`config.mk`:
```
export PLATFORM = sky130hd
export DESIGN_NAME = yfcpu_imem_loader
export DESIGN_NICKNAME = d
export VERILOG_FILES = /design/src/rtl/yfcpu_imem_loader.sv
export SDC_FILE = /design/constraint.sdc
export NUM_CORES = 1
export LEC_CHECK = 0
export BUFFER_PORTS_ARGS = -buffer_cell sky130_fd_sc_hd__buf_2
export CORE_AREA = 2 2 76 78
export DETAILED_ROUTE_END_ITERATION = 10
export DIE_AREA = 0 0 78 80
export GPL_ROUTABILITY_DRIVEN = 0
export PLACE_DENSITY_LB_ADDON = 0.25
export RECOVER_POWER = 25
export SETUP_SLACK_MARGIN = 0.5
export SYNTH_ARGS = -nofsm -noshare
export SYNTH_HDL_FRONTEND = slang
export SYNTH_SLANG_ARGS = --single-unit
```
`constraint.sdc`:
```
create_clock -name clk -period 1.9 [get_ports clk]
set_clock_uncertainty 0.05 [all_clocks]
set_input_delay 0.57 -clock clk [delete_from_list [all_inputs] [get_ports clk]]
set_output_delay 0.57 -clock clk [all_outputs]
set_load 0.02 [all_outputs]
```
`src/rtl/yfcpu_imem_loader.sv`:
```
// Byte-stream loader for the yfcpu instruction memory: COUNT byte, then N big-endian words.
// Define LOADER_CHECKSUM_EN to require a trailing XOR checksum byte after the last word.
module yfcpu_imem_loader #(
  parameter int IM_SIZE = 8,
  parameter int WORD_W  = 16
) (
  input  logic               clk,
  input  logic               rst,
  input  logic               in_valid,
  input  logic [7:0]         in_data,
  output logic               in_ready,
  output logic               imem_we,
  output logic [IM_SIZE-1:0] imem_addr,
  output logic [WORD_W-1:0]  imem_wdata,
  output logic               cpu_rst,
  output logic               busy,
  output logic               done,
  output logic               err
);

  localparam int unsigned DEPTH = 32'd1 << IM_SIZE;

`ifdef LOADER_CHECKSUM_EN
  typedef enum logic [2:0] {S_IDLE, S_HI, S_LO, S_CSUM, S_RUN, S_ERR} state_t;
`else
  typedef enum logic [2:0] {S_IDLE, S_HI, S_LO, S_RUN, S_ERR} state_t;
`endif

  state_t             state;
  logic [IM_SIZE-1:0] idx;
  logic [8:0]         remaining;
  logic [7:0]         hi_q;
  logic [8:0]         n_words;
  logic               too_big;
  logic               fire;
`ifdef LOADER_CHECKSUM_EN
  logic [7:0]         csum_q;
`else
  logic               fin_pend;
`endif

  assign fire    = in_valid & in_ready;
  assign n_words = (in_data == 8'd0) ? 9'd256 : {1'b0, in_data};
  assign too_big = (32'(n_words) > DEPTH);

  // Byte capture: high byte of the word in flight and the running checksum
  always_ff @(posedge clk) begin
    if (fire && state == S_HI) hi_q <= in_data;
`ifdef LOADER_CHECKSUM_EN
    if (fire) begin
      if (state == S_IDLE || state == S_RUN)
        csum_q <= '0;
      else if (state == S_HI || state == S_LO)
        csum_q <= csum_q ^ in_data;
    end
`endif
  end

  // Control FSM with registered outputs
  always_ff @(posedge clk) begin
    if (rst) begin
      state      <= S_IDLE;
      in_ready   <= 1'b0;
      imem_we    <= 1'b0;
      imem_addr  <= '0;
      imem_wdata <= '0;
      cpu_rst    <= 1'b1;
      busy       <= 1'b0;
      done       <= 1'b0;
      err        <= 1'b0;
      idx        <= '0;
      remaining  <= '0;
`ifndef LOADER_CHECKSUM_EN
      fin_pend   <= 1'b0;
`endif
    end else begin
      imem_we  <= 1'b0;
      done     <= 1'b0;
      in_ready <= (state != S_ERR);
`ifndef LOADER_CHECKSUM_EN
      // Completion lands one cycle after the last write; a COUNT byte
      // accepted in that same cycle overrides busy/cpu_rst below.
      if (fin_pend) begin
        fin_pend <= 1'b0;
        done     <= 1'b1;
        busy     <= 1'b0;
        cpu_rst  <= 1'b0;
      end
`endif
      case (state)
        S_IDLE, S_RUN: begin
          if (fire) begin
            cpu_rst <= 1'b1;
            if (too_big) begin
              state    <= S_ERR;
              in_ready <= 1'b0;
              err      <= 1'b1;
              busy     <= 1'b0;
            end else begin
              state     <= S_HI;
              busy      <= 1'b1;
              idx       <= '0;
              remaining <= n_words;
            end
          end
        end
        S_HI: begin
          if (fire) state <= S_LO;
        end
        S_LO: begin
          if (fire) begin
            imem_we    <= 1'b1;
            imem_addr  <= idx;
            imem_wdata <= {hi_q, in_data};
            idx        <= idx + 1'b1;
            remaining  <= remaining - 9'd1;
            if (remaining == 9'd1) begin
`ifdef LOADER_CHECKSUM_EN
              state <= S_CSUM;
`else
              state    <= S_RUN;
              fin_pend <= 1'b1;
`endif
            end else begin
              state <= S_HI;
            end
          end
        end
`ifdef LOADER_CHECKSUM_EN
        S_CSUM: begin
          if (fire) begin
            busy <= 1'b0;
            if (in_data == csum_q) begin
              state   <= S_RUN;
              done    <= 1'b1;
              cpu_rst <= 1'b0;
            end else begin
              state    <= S_ERR;
              in_ready <= 1'b0;
              err      <= 1'b1;
            end
          end
        end
`endif
        S_ERR: begin
          in_ready <= 1'b0;
        end
        default: state <= S_ERR;
      endcase
    end
  end

endmodule

```
==> impl_metrics.py, run 1 <==
metrics = {
    "outcome": {
        "status": "finished clean",
    },
    "clock_network": {
        "cts_buffers": 9,
        "clk_latency_ns": 0.33,
        "cts_hold_buf": 0,
        "clock-root-buffer": "clkbuf_8",
        "cts_max_level": 3,
        "clockBufferDepth": 2,
        "clk_pin_slew_worst_paths_ns": 0.07,
        "cts_tree": "built",
        "clock_sinks": 59,
    },
    "critical_path": {
        "rr_endpoint": "idx[7]",
        "r2r-start": "in_ready",
        "worstPathRequired_ns": 2.04,
        "r2r_slack_ns": 0.33,
        "crit_arrival_ns": 1.71,
        "r2r_cells": 5,
        "end_kind": "flip-flop",
        "crit_path_max_fanout": 7,
        "cp-start-kind": "flip-flop",
        "crit_type": "flip-flop to flip-flop",
    },
    "final_layout": {
        "diodes": 0,
        "nets": 366,
        "syn_to_final_growth_pct": 55.5,
        "utilization_pct": 67.9,
        "final_cells": 429,
        "final_area_sq_um": 3670,
        "drive_above_1_share_pct": 49.0,
        "n_fill_cell": 422,
        "seq_area_sq_um": 1320,
        "multiInputGateArea_sq_um": 1250,
    },
    "synth": {
        "syn-num-nets": 282,
        "ys.flop_type": "dfxtp_1",
        "syn_avg_cell_area_sq_um": 8.81,
        "postSynthCellCount": 268,
        "ys_ff_latch": 59,
        "synth.yosys.warnings": 0,
        "ys_seq_area_share_pct": 53.4,
        "synth_area_sq_um": 2360,
        "yosysUniqueCellTypes": 42,
        "synth-edff-count": 8,
        "async_flop_share_pct": 0,
    },
    "place": {
        "dpl-instance-area_sq_um": 2720,
        "portBuffers": 40,
        "dp_cells": 375,
        "post-place-ws_ns": 0.145,
        "dpl.hpwl_mm": 3.45,
    },
    "sta": {
        "finalCritPeriodShare_pct": 82.7,
        "rsz0062_at_grt": "true",
        "fin_ws_ns": 0.329,
        "final-max-slew-violation-count": 0,
        "clock.fmax_mhz": 636,
        "worst_slew_pin_slew_ns": 0.613,
        "fin_crit_ns": 1.57,
        "finalHoldViolCount": 0,
        "relSlewSlack_pct": 59.1,
        "setup_viol": 0,
        "tns_ns": 0,
    },
    "pwr": {
        "peakVddDrop_mv": 0.435,
        "p_per_area_nw_per_um2": 714,
        "p_sw_share_pct": 24.6,
        "p_int_mw": 1.98,
        "pwr-share-seq_pct": 49.7,
        "p_switching_mw": 0.644,
        "clkPwrFrac_pct": 40.8,
        "p_leak_nw": 1.39,
        "combPwrFrac_pct": 9.5,
    },
    "die": {
        "die_w_microns": 78,
        "io_pins": 41,
        "coreArea_sq_um": 5410,
        "die_h_microns": 80,
        "dieArea_sq_um": 6240,
        "floorplan.rows": 27,
        "start_util_pct": 43.7,
    },
    "global_routing": {
        "grt_usage_pct": 18.4,
        "grt_overflow": 0,
        "antenna_found_initial": 0,
        "grt_max_degree": 23,
        "grt_pass1_wl_mm": 9.05,
        "grt_pass1_vias": 1897,
    },
    "routing": {
        "avgRoutedWirePerCell_microns": 14.0,
        "vias_per_cell": 5.11,
        "drcViolationCount": 0,
        "drt_iter0_drc": 201,
        "dr.pass1.iters": 4,
        "final_antenna_net_count": 0,
        "wirelength_mm": 6.02,
        "num_vias": 2193,
    },
    "flow_run": {
        "cap_violations": 0,
    },
    "min_path": {
        "holdPathStages": 2,
        "min_to": "done",
        "hp-class": "flip-flop to flip-flop",
        "min-delay-start": "fin_pend",
    },
}
-- worst max-delay path by stage --
stage | slack [ns] | to | startpoint | cells past startpoint
after CTS | 0.42 | idx[7] | state[2] | 4
after detailed placement | 0.14 | idx[7] | in_valid | 5
after global routing | 0.21 | idx[7] | in_ready | 5
after global placement | 0.16 | idx[7] | in_valid | 5
final | 0.33 | idx[7] | in_ready | 5
after floorplan | 0.45 | idx[7] | in_valid | 4
-- kinds of logic after synthesis --
| group | synth area share [%] |
|---|---|
| XOR/XNOR | 1.86 |
| AO/OA/AOI/OAI | 14.8 |
| AND/OR/NAND/NOR | 25.0 |
| buffers and inverters | 3.23 |
| flip-flops | 53.4 |
| adder cells (fa/ha/maj) | 1.59 |
-- per-layer routing --
layer  track usage [%]  vias to the layer above  routed length [microns]
li1                  -                     1097                        -
met1              24.7                     1042                     2770
met2              29.4                       48                     2980
met3              2.83                        6                      227
met4              8.42                        0                       44
met5                 0                        -                        0
-- cell usage after synthesis (2+ instances only) --
cell	instances	share of area, %
inv_1	6	0.95
xor2_1	2	0.74
a211oi_1	2	0.64
nor2_1	21	3.3
edfxtp_1	8	10
clkbuf_1	9	1.4
nor3_1	6	1.3
nor2b_1	3	0.80
o21ai_0	7	1.5
buf_2	4	0.85
xnor2_1	3	1.1
dfxtp_1	51	43
nor4_1	6	1.6
a21oi_1	39	8.3
nor3b_1	3	0.95
nand2_1	60	9.5
a21o_1	4	1.3
nand4_1	2	0.53
nand3_1	6	1.3
or3b_1	2	0.74
ha_1	3	1.6
-- layout make-up --
cell class | instances | share of cell area (%)
multi-input combinational | 190 | 34.2
sequential | 59 | 36.0
inverter | 6 | 0.750
clock buffer | 9 | 3.38
tap | 72 | 2.45
clock inverter | 7 | 1.60
timing repair buffer | 86 | 21.6
-- metrics by stage --
step | total power, mW | hold slack [ns]
2_1_floorplan | 1.44 | 0.380
3_3_place_gp | 1.50 | 0.386
3_5_place_dp | 1.50 | 0.394
4_1_cts | 2.59 | 0.410
5_1_grt | 2.71 | 0.431
6_report | 2.62 | 0.405
-- worst max-delay path: stages, from the launching register on --
cell and delay, ns:
dfxtp_1 0.43, nand3b_4 0.15, buf_4 0.18, nor3_4 0.14, or2_0 0.41, a21oi_1 0.08
-- registers in the layout, indices dropped and copies added (netlist names) --
signal      flops
in_ready        1
state           3
imem_wdata     16
done            1
err             1
fin_pend        1
remaining       9
hi_q            8
cpu_rst         1
imem_addr       8
busy            1
imem_we         1
idx             8
-- power by group through the flow --
stage	Sequential (mW)	Combinational, mW	Clock (mW)
2_1_floorplan	1.33	0.112	0
3_3_place_gp	1.33	0.166	0
3_5_place_dp	1.33	0.166	0
4_1_cts	1.30	0.200	1.09
5_1_grt	1.31	0.265	1.14
6_report	1.30	0.249	1.07
-- placed cells by master, fill, tap and decap left out, types with 3 or more instances in the layout --
master,n
nor2_1,21
a21oi_2,16
nor4_1,4
o21ai_0,4
buf_12,4
edfxtp_1,8
xnor2_1,3
nor3_1,5
clkbuf_1,9
a21oi_1,23
dfxtp_1,14
nand2_1,46
inv_1,4
dfxtp_2,31
nand2_2,8
buf_6,36
nand2_4,6
dfxtp_4,6
a21o_1,4
buf_4,32
nand3_1,4
o21ai_1,3
clkinv_1,3
clkbuf_8,9
-- repair_timing --
| item | CTS | global route |
|---|---|---|
| cloned | 0 | 1 |
| setup endpoints to repair | 80 | 68 |
| pin swaps | 8 | 29 |
| gates resized for setup | 104 | 60 |
| buffers inserted | 15 | 22 |
Power figures use the tool's default switching activity.
==> inputs of run 2 (changes only) <==
clock period = 1.4 ns   (was 1.9 ns; I/O delays follow)
==> impl_metrics.py, run 2 (synthesis results as in run 1) <==
metrics = {
    "critical_path": {
        "worst_path_max_delay_cell": "dfxtp_4",
        "crit_path_max_fanout": 5,
        "cp-start-kind": "flip-flop",
        "crit_arrival_ns": 1.64,
        "r2r_cells": 7,
        "critPathMaxStageDelay_ns": 0.37,
        "end_kind": "flip-flop",
        "critPathBufInv": 2,
        "cp.depth": 7,
        "crit_type": "flip-flop to flip-flop",
        "path_cells": "inv_2 -> ha_2 -> nor3b_4 -> buf_6 -> nor2_4 -> o21ai_1 -> a31oi_1",
        "worstPathRequired_ns": 1.55,
        "cpLargestDelayFamily": "flip-flops",
    },
    "die": {
        "floorplan.rows": 27,
        "die_w_microns": 78,
        "io_pins": 41,
        "dieArea_sq_um": 6240,
        "die_h_microns": 80,
        "start_util_pct": 43.7,
        "coreArea_sq_um": 5410,
    },
    "flow_run": {
        "cap_violations": 0,
    },
    "sta": {
        "finalHoldViolCount": 0,
        "fin_ws_ns": -0.0906,
        "fin_crit_ns": 1.49,
        "setup_viol": 26,
        "relSlewSlack_pct": 56.5,
        "hold_ws_ns": 0.329,
        "rsz0062_at_grt": "true",
        "finalCritPeriodShare_pct": 106,
        "clock.fmax_mhz": 671,
        "final-max-slew-violation-count": 0,
        "worst_slew_pin_slew_ns": 0.653,
    },
    "clock_network": {
        "clock_sinks": 59,
        "clock-root-buffer": "clkbuf_8",
        "cts_buffers": 9,
        "clockBufferDepth": 2,
        "cts_hold_buf": 0,
        "cts_tree": "built",
        "clk_latency_ns": 0.33,
        "clk_pin_slew_worst_paths_ns": 0.07,
        "cts_max_level": 3,
    },
    "global_routing": {
        "grt_max_degree": 18,
        "antenna_found_initial": 0,
        "grt_pass1_wl_mm": 11.0,
        "grt_overflow": 0,
        "grt_usage_pct": 22.8,
        "grt_pass1_vias": 2332,
    },
    "pwr": {
        "peakVddDrop_mv": 0.557,
        "p_int_mw": 2.75,
        "p_leak_nw": 1.60,
        "power.total_mw": 3.70,
        "clkPwrFrac_pct": 39.6,
        "p_sw_share_pct": 25.7,
        "combPwrFrac_pct": 12.6,
        "p_switching_mw": 0.952,
        "p_per_area_nw_per_um2": 888,
        "pwr-share-seq_pct": 47.8,
    },
    "routing": {
        "wl_met3_microns": 333,
        "wl_met1_mm": 3.13,
        "num_vias": 2440,
        "avgRoutedWirePerCell_microns": 16.5,
        "dr_wl_met2_mm": 3.86,
        "route.top_layer_used": "met4",
        "drt_iter0_drc": 155,
        "dr.pass1.iters": 4,
        "vias_per_cell": 5.35,
        "drcViolationCount": 0,
        "final_antenna_net_count": 0,
        "wirelength_mm": 7.53,
    },
    "final_layout": {
        "largestRegisters": "imem_wdata: 16 flops, remaining: 9 flops",
        "diodes": 0,
        "drive_above_1_share_pct": 65.9,
        "syn_to_final_growth_pct": 76.4,
        "layout_commonest_cell": "buf_6",
        "largest-register": "imem_wdata",
        "largest_reg_flops": 16,
        "nets": 393,
        "utilization_pct": 77.0,
        "final_area_sq_um": 4160,
        "n_fill_cell": 348,
        "layout_common_cells": "buf_6 (49), buf_4 (41), nand2_1 (34)",
    },
    "min_path": {
        "hp-class": "input pin to flip-flop",
        "holdPathStages": 3,
    },
    "place": {
        "post-place-ws_ns": -0.119,
        "dpl.hpwl_mm": 4.15,
        "portBuffers": 40,
        "dpl-instance-area_sq_um": 3160,
    },
    "outcome": {
        "status": "complete, but fails checks",
        "failed_checks": "setup timing",
    },
}
==> run 2: metrics by stage <==
step / cells / setup TNS [ns]
floorplan: 268 / -0.0405
global placement: 416 / -1.80
detailed placement: 416 / -2.92
CTS: 450 / -0.0612
global route: 456 / -2.64
finish: 456 / -1.19
==> run 2: repair_timing <==
| item | CTS | global route |
|---|---|---|
| endpoints found under the hold margin | 0 | 0 |
| pin swaps | 19 | 27 |
| setup endpoints to repair | 85 | 86 |
| resized for setup | 152 | 53 |
| cloned | 2 | 0 |
| setup buffers | 16 | 6 |
==> run 2: final timing paths <==
path / start / endpoint / slack [ns]
hold / removal: in_data[7] / imem_wdata[7] / 0.33
hold reg to reg: imem_addr[2] / imem_addr[2] / 0.42
setup reg to reg: remaining[1] / remaining[4] / -0.09
setup / recovery: remaining[1] / remaining[4] / -0.09
==> run 2: cell type report <==
type / instances / area (sq um) / share of cell area, %
Timing Repair Buffer: 113 / 1070 / 25.7
Clock buffer: 12 / 166 / 4.00
Clock inverter: 4 / 22.5 / 0.541
Sequential cell: 59 / 1320 / 31.8
Multi-Input combinational cell: 190 / 1470 / 35.3
Inverter: 6 / 22.5 / 0.541
Tap cell: 72 / 90.1 / 2.16
==> run 2: power groups by stage <==
| stage | clock, mW | combinational (mW) | sequential, mW |
|---|---|---|---|
| 5_1_grt | 1.57 | 0.495 | 1.77 |
| 6_report | 1.47 | 0.466 | 1.77 |
| 3_5_place_dp | 0 | 0.340 | 1.81 |
| 2_1_floorplan | 0 | 0.183 | 1.82 |
| 4_1_cts | 1.48 | 0.412 | 1.77 |
| 3_3_place_gp | 0 | 0.338 | 1.81 |
==> run 2: tightest hold or removal path: stages <==
cell	delay (ns)
clkbuf_1	0.12
nand2_2	0.09
a21oi_2	0.04
==> run 2: per-layer routing <==
layer,GRT usage (%),up-vias
met3,4.86,21
met2,37.7,72
met1,29.2,1200
met5,0,-
met4,9.30,0
li1,-,1147
==> inputs of run 3 (changes only) <==
CORE_AREA = 2 2 87 68   (was 2 2 76 78)
CTS_BUF_LIST = sky130_fd_sc_hd__clkbuf_4   (was default)
DIE_AREA = 0 0 89 70   (was 0 0 78 80)
==> impl_metrics.py, run 3 (synthesis results as in run 1) <==
metrics = {
    "pwr": {
        "p_sw_share_pct": 24.2,
        "p_per_area_nw_per_um2": 947,
        "clkPwrFrac_pct": 41.6,
        "combPwrFrac_pct": 11.4,
        "pwr-share-seq_pct": 47.0,
        "p_int_mw": 2.85,
        "p_leak_nw": 1.50,
        "p_switching_mw": 0.910,
        "peakVddDrop_mv": 0.663,
    },
    "routing": {
        "avgRoutedWirePerCell_microns": 14.7,
        "wirelength_mm": 6.72,
        "num_vias": 2325,
        "dr.pass1.iters": 4,
        "final_antenna_net_count": 0,
        "drt_iter0_drc": 138,
        "vias_per_cell": 5.10,
        "drcViolationCount": 0,
    },
    "final_layout": {
        "layout_common_cells": "nand2_1 (57), buf_6 (42), buf_4 (39)",
        "largest-register": "imem_wdata",
        "utilization_pct": 71.8,
        "layout_commonest_cell": "nand2_1",
        "largestRegisters": "imem_wdata: 16 flops, remaining: 9 flops",
        "diodes": 0,
        "nets": 387,
        "largest_reg_flops": 16,
        "drive_above_1_share_pct": 54.2,
        "syn_to_final_growth_pct": 68.1,
        "final_area_sq_um": 3970,
    },
    "global_routing": {
        "grt_usage_pct": 22.8,
        "antenna_found_initial": 0,
        "grt_overflow": 0,
        "grt_pass1_vias": 2306,
        "grt_max_degree": 38,
        "grt_pass1_wl_mm": 10.9,
    },
    "die": {
        "coreArea_sq_um": 5530,
        "die_h_microns": 70,
        "dieArea_sq_um": 6230,
        "floorplan.rows": 24,
        "io_pins": 41,
        "die_w_microns": 89,
        "start_util_pct": 42.7,
    },
    "clock_network": {
        "clock-root-buffer": "clkbuf_4",
        "clk_pin_slew_worst_paths_ns": 0.11,
        "cts_tree": "built",
        "clockBufferDepth": 2,
        "cts_buffers": 9,
        "clock_sinks": 59,
        "clk_latency_ns": 0.42,
        "cts_max_level": 3,
        "cts_hold_buf": 0,
    },
    "min_path": {
        "holdPathStages": 3,
        "min-delay-start": "in_data[7]",
        "min_to": "imem_wdata[7]",
        "hp-class": "input pin to flip-flop",
    },
    "critical_path": {
        "cp-start-kind": "flip-flop",
        "r2r-start": "state[2]",
        "crit_path_max_fanout": 6,
        "crit_arrival_ns": 1.78,
        "end_kind": "flip-flop",
        "r2r_slack_ns": -0.08,
        "worstPathRequired_ns": 1.70,
        "crit_type": "flip-flop to flip-flop",
        "r2r_cells": 4,
        "rr_endpoint": "idx[7]",
    },
    "sta": {
        "fin_crit_ns": 1.48,
        "relSlewSlack_pct": 76.9,
        "finalCritPeriodShare_pct": 106,
        "final-max-slew-violation-count": 0,
        "fin_ws_ns": -0.0773,
        "setup_viol": 26,
        "finalHoldViolCount": 0,
        "clock.fmax_mhz": 677,
        "rsz0062_at_grt": "true",
        "worst_slew_pin_slew_ns": 0.343,
    },
    "outcome": {
        "failed_checks": "setup timing",
        "status": "complete, but fails checks",
    },
    "place": {
        "dpl-instance-area_sq_um": 3170,
        "dpl.hpwl_mm": 4.11,
        "portBuffers": 40,
    },
    "flow_run": {
        "cap_violations": 0,
    },
}
## run 3: worst max path at each step
stage,slack [ns],cells after the start,start,end
after floorplan,-0.02,4,state[1],idx[7]
after global placement,-0.10,5,in_valid,idx[7]
after detailed placement,-0.12,5,in_valid,idx[7]
after CTS,-0.05,4,state[2],idx[7]
after global routing,-0.13,4,state[2],idx[7]
final,-0.08,4,state[2],idx[7]
## run 3: metal layers
layer | track usage [%] | share of wire (%)
met3 | 6.50 | 4.7
met1 | 31.0 | 46
met2 | 34.6 | 48
met5 | 0 | 0
met4 | 8.13 | 1.4
## run 3: layout make-up
cell class / instances / area, sq um
fillers: 401 / 1560
flip-flops and latches: 59 / 1330
multi-input cells: 190 / 1300
repair buffers: 107 / 1040
clock inverters: 7 / 116
well taps: 78 / 97.6
clock buffers: 9 / 67.6
inverters: 6 / 22.5
## run 3: repair_timing
action                                  4_1_cts  5_1_grt
endpoints found under the setup margin       85       87
cloned                                        2        1
endpoints found under the hold margin         0        0
resized for setup                           109       36
pin swaps                                    13        7
setup buffers                                13        5
## run 3: critical path, cell delays in order (launching register included)
cell	delay, ns
dfxtp_4	0.38
nand3b_4	0.18
nor4_4	0.30
or3b_1	0.37
a21oi_1	0.13
## run 3: stage by stage
stage / hold slack, ns / power, mW / setup TNS [ns] / worst slack [ns] / instances
finish: 0.245 / 3.76 / -0.771 / -0.0773 / 456
global placement: 0.389 / 2.15 / -1.60 / -0.101 / 419
detailed placement: 0.393 / 2.16 / -2.23 / -0.121 / 419
global route: 0.212 / 3.90 / -2.75 / -0.126 / 456
floorplan: 0.380 / 2.00 / -0.0405 / -0.0233 / 268
CTS: 0.158 / 3.75 / -0.296 / -0.0538 / 450
## run 3: power by group through the flow
stage | Clock [mW] | Combinational (mW) | Sequential (mW)
2_1_floorplan | 0 | 0.183 | 1.82
3_3_place_gp | 0 | 0.345 | 1.81
3_5_place_dp | 0 | 0.348 | 1.81
4_1_cts | 1.59 | 0.397 | 1.77
5_1_grt | 1.67 | 0.458 | 1.77
6_report | 1.56 | 0.430 | 1.76
